===== src/rtl/mem_stage_pipe.sv =====
// rtl/mem_stage_pipe.sv - DEPTH-stage memory pipeline register chain with stall, flush and load-use hazard detect
// Optional stall-cycle counter output o_stall_cnt when MEM_PIPE_PERF_EN is defined.
module mem_stage_pipe #(
  parameter int DEPTH  = 2,
  parameter int RD_W   = 5,
  parameter int DATA_W = 32,
  localparam int OCC_W = $clog2(DEPTH + 1)
) (
  input  logic              i_clk,
  input  logic              i_rst_n,
  input  logic              i_stall,
  input  logic              i_flush,
  input  logic              i_valid,
  input  logic              i_memread,
  input  logic              i_regwrite,
  input  logic [RD_W-1:0]   i_rd,
  input  logic [DATA_W-1:0] i_data,
  input  logic [RD_W-1:0]   i_rs1,
  input  logic [RD_W-1:0]   i_rs2,
  output logic              o_valid,
  output logic              o_memread,
  output logic              o_regwrite,
  output logic [RD_W-1:0]   o_rd,
  output logic [DATA_W-1:0] o_data,
  output logic              o_hazard,
`ifdef MEM_PIPE_PERF_EN
  output logic [OCC_W-1:0]  o_occupancy,
  output logic [31:0]       o_stall_cnt
`else
  output logic [OCC_W-1:0]  o_occupancy
`endif
);

  logic [DEPTH-1:0]  valid_q;
  logic [DEPTH-1:0]  memread_q;
  logic [DEPTH-1:0]  regwrite_q;
  logic [RD_W-1:0]   rd_q   [DEPTH];
  logic [DATA_W-1:0] data_q [DEPTH];

  // Reset and flush both zero every field so invalid stages never carry stale control.
  always_ff @(posedge i_clk) begin
    if (!i_rst_n || i_flush) begin
      valid_q    <= '0;
      memread_q  <= '0;
      regwrite_q <= '0;
      for (int s = 0; s < DEPTH; s++) begin
        rd_q[s]   <= '0;
        data_q[s] <= '0;
      end
    end else if (!i_stall) begin
      valid_q[0]    <= i_valid;
      memread_q[0]  <= i_valid & i_memread;
      regwrite_q[0] <= i_valid & i_regwrite;
      rd_q[0]       <= i_valid ? i_rd : '0;
      data_q[0]     <= i_valid ? i_data : '0;
      for (int k = 1; k < DEPTH; k++) begin
        valid_q[k]    <= valid_q[k-1];
        memread_q[k]  <= memread_q[k-1];
        regwrite_q[k] <= regwrite_q[k-1];
        rd_q[k]       <= rd_q[k-1];
        data_q[k]     <= data_q[k-1];
      end
    end
  end

  assign o_valid    = valid_q[DEPTH-1];
  assign o_memread  = valid_q[DEPTH-1] & memread_q[DEPTH-1];
  assign o_regwrite = valid_q[DEPTH-1] & regwrite_q[DEPTH-1];
  assign o_rd       = rd_q[DEPTH-1];
  assign o_data     = data_q[DEPTH-1];

  always_comb begin
    o_hazard = 1'b0;
    for (int s = 0; s < DEPTH; s++) begin
      if (valid_q[s] && memread_q[s] && (rd_q[s] != '0) &&
          ((rd_q[s] == i_rs1) || (rd_q[s] == i_rs2))) begin
        o_hazard = 1'b1;
      end
    end
  end

  always_comb begin
    o_occupancy = '0;
    for (int s = 0; s < DEPTH; s++) begin
      o_occupancy = o_occupancy + OCC_W'(valid_q[s]);
    end
  end

`ifdef MEM_PIPE_PERF_EN
  logic [31:0] stall_cnt_q;

  // Counts only true hold cycles; a flush cycle is not a stall even with i_stall high.
  always_ff @(posedge i_clk) begin
    if (!i_rst_n) begin
      stall_cnt_q <= '0;
    end else if (i_stall && !i_flush && (stall_cnt_q != 32'hFFFF_FFFF)) begin
      stall_cnt_q <= stall_cnt_q + 32'd1;
    end
  end

  assign o_stall_cnt = stall_cnt_q;
`endif

endmodule


===== config.mk =====
export PLATFORM = sky130hd
export DESIGN_NAME = mem_stage_pipe
export DESIGN_NICKNAME = d
export VERILOG_FILES = /design/src/rtl/mem_stage_pipe.sv
export SDC_FILE = /design/constraint.sdc
export NUM_CORES = 1
export LEC_CHECK = 0
export CAP_MARGIN = 20
export CORE_UTILIZATION = 43
export DETAILED_ROUTE_END_ITERATION = 12
export MAX_ROUTING_LAYER = met4
export PLACE_DENSITY = 0.76
export SETUP_SLACK_MARGIN = 0.02
export SLEW_MARGIN = 0
export SYNTH_ARGS = -nofsm -noshare
export SYNTH_HDL_FRONTEND = slang
export SYNTH_SLANG_ARGS = --single-unit

===== constraint.sdc =====
create_clock -name i_clk -period 2.55 [get_ports i_clk]
set_clock_uncertainty 0.05 [all_clocks]
set_input_delay 0.51 -clock i_clk [delete_from_list [all_inputs] [get_ports i_clk]]
set_output_delay 0.51 -clock i_clk [all_outputs]
set_load 0.005 [all_outputs]

==> flow_summary.ini <==
[power]
clock_power_share_pct = 35.6
ir_worst_vdd_mv = 0.334
comb_power_share_pct = 8.9
switching_power_uw = 539
p_leak_nw = 1.94
seqPwrFrac_pct = 55.5
p_sw_share_pct = 19.8
p_per_area_nw_per_um2 = 595
total_power_mw = 2.72
p_int_mw = 2.18

[die]
io_pins = 97
coreArea_um2 = 7810
die_y_um = 92.5
die-area_um2 = 8550
initial_core_util_pct = 45.1
fp.dieW_um = 92.5
rows = 32

[clocking]
hold_buffers = 0
cts_buffers = 9
clk_pin_slew_ns = 0.07
cts_max_level = 3
cts_tree = built
cts_buffer_depth = 2
root_buffer = clkbuf_8
clk_latency_ns = 0.33
post-cts-setup-buffers = 0
cts.sinks = 80

[detailed_routing]
wl_met1_um = 2420
avgViaCountPerCell = 4.85
wire_per_inst_um = 13.6
drt-pass1-iter-count = 4
highest_layer = met4
drtIter0Drc = 66
vias = 2036
drc_errors = 0
routed_wirelength_um = 5720
met3_length_um = 409
routed-wl-met2_um = 2800
antenna_left = 0

[logic_synthesis]
synth_area_um2 = 3520
synth_simple_gate_area_share_pct = 15.9
yosysWarnings = 0
syn_nets = 306
avgSynthCellArea_um2 = 14.0
yosys_register_bits = 80
synth_fa_ha_area_share_pct = 0.356
synth_compound_area_share_pct = 2.67
synth_top_family_by_area = simple AND/OR/NAND/NOR gates
ys_types = 23
ys_seq_area_share_pct = 66.6
synth_mux_area_share_pct = 0
synthXorXnorAreaFrac_pct = 4.98
synth_cells = 251

[sta]
whs_ns = 0.428
slew_headroom_pct = 74.2
slew_violations = 0
hold_viol = 0
layout_min_cycle_time_ns = 2.45
post-route-period-util_pct = 95.9
tightest_slew_ns = 0.387
rsz0062_at_grt = no
setup_violations = 0
fmax_mhz = 409

[min_path]
hold_depth = 1
hold_path_class = flip-flop to flip-flop

[cells_and_area]
layout.nets = 369
fill_cells = 635
final_common_cell = clkdlybuf4s50_1
seq_area_um2 = 2340
layout_common_cells = clkdlybuf4s50_1, edfxtp_1, and2_1
areaGrowthSynthToFinish_pct = 30.0
multi_input_area_um2 = 857
drive_above_1_share_pct = 8.81
antenna_cells = 0

[placed_design]
gp_congestion = 0.870
dpl.hpwl_um = 3870
io_buffers = 96

[setup_path]
critical_path_class = primary input to output pin
cp.required_ns = 1.99
cp-start-kind = primary input
cp_max_fo = 2
cp-end-kind = output pin
crit_arrival_ns = 1.89
rr_worst_depth = 1

[global_routing]
globalRouteOverflowTotal = 0
grt_max_degree = 50
grtUsageTotal_pct = 15.3
grt_pass1_vias = 2022
grt_pass1_wl_um = 9680
antenna_found_initial = 0

[status]
outcome = finished clean

[flow_run]
cap_viol_max_count = 0
[repair_timing]
item | in CTS | in global routing
pin swaps | 1 | 1
resized for setup | 3 | 2
setup endpoints to repair | 1 | 1
gates cloned | 0 | 0
[cell families (layout without fill, tap and decap cells)]
kind of cell,after synthesis,count (layout)
adder cells (fa/ha/maj),1,1
AND/OR/NAND/NOR,88,88
XOR/XNOR,20,20
AO/OA/AOI/OAI,11,11
flip-flops,80,80
buffers and inverters,51,118
[flip-flops by register name, summed over array words and instances (netlist names)]
signal	count
rd_q	10
data_q	64
regwrite_q	2
memread_q	2
valid_q	2
[cell type report]
class                      instances  area share (%)
sequential                        80            51.2
tap                              102            2.79
clock inverter                     6            1.86
timing repair buffer             102            22.6
inverter                           1           0.164
multi-input combinational        120            18.7
clock buffer                       9            2.71
[cells in the mapped netlist, drive strengths merged]
master | number | area (um^2)
dfxtp | 6 | 120
nor3 | 4 | 20.0
o211ai | 1 | 12.5
and2 | 39 | 245
and3 | 37 | 231
xor2 | 20 | 175
clkbuf | 13 | 55.1
edfxtp | 74 | 2220
a22oi | 2 | 15.0
nor3b | 1 | 18.8
and3b | 1 | 8.76
a22o | 4 | 35.0
o22ai | 1 | 6.26
o21ai | 1 | 5.00
or4 | 2 | 18.8
ha | 1 | 12.5
inv | 1 | 3.75
nor2 | 4 | 15.0
buf | 37 | 278
a32o | 2 | 20.0
[through the flow]
stage	util [%]	worst slack [ns]	instances	TNS, ns	area [um^2]
finish	58.6	0.104	420	0	4580
global route	58.6	0.0245	420	0	4580
CTS	58.5	0.0797	420	0	4570
detailed placement	55.7	-0.280	405	-0.280	4350
global placement	55.7	-0.197	405	-0.197	4350
floorplan	-	0.157	251	0	3520
[worst max-delay path: stages]
cell and delay [ns]:
clkdlybuf4s50_1 0.45, xor2_1 0.19, nor3_2 0.20, a22oi_1 0.12
o22ai_1 0.17, dlygate4sd2_1 0.25
[path summary, 6_finish.rpt]
check | start | endpoint | slack, ns
worst max-delay path | i_rs2[2] | o_hazard | 0.10
worst min-delay path | memread_q[1] | memread_q[1] | 0.43
worst min register to register | memread_q[1] | memread_q[1] | 0.43
worst max register to register | rd_q[0][1] | rd_q[0][6] | 1.58
[routing by layer]
metal  vias up  track usage, %
li1        978               -
met1       978            18.8
met2        72            23.7
met3         8            4.84
met4         0            5.60
met5         -               -
[power groups by stage]
stage | clock, mW | combinational [mW] | sequential (mW)
2_1_floorplan | 0 | 0.114 | 1.53
3_3_place_gp | 0 | 0.238 | 1.54
3_5_place_dp | 0 | 0.243 | 1.54
4_1_cts | 0.995 | 0.247 | 1.51
5_1_grt | 1.05 | 0.267 | 1.52
6_report | 0.969 | 0.243 | 1.51
Power figures use the tool's default switching activity.
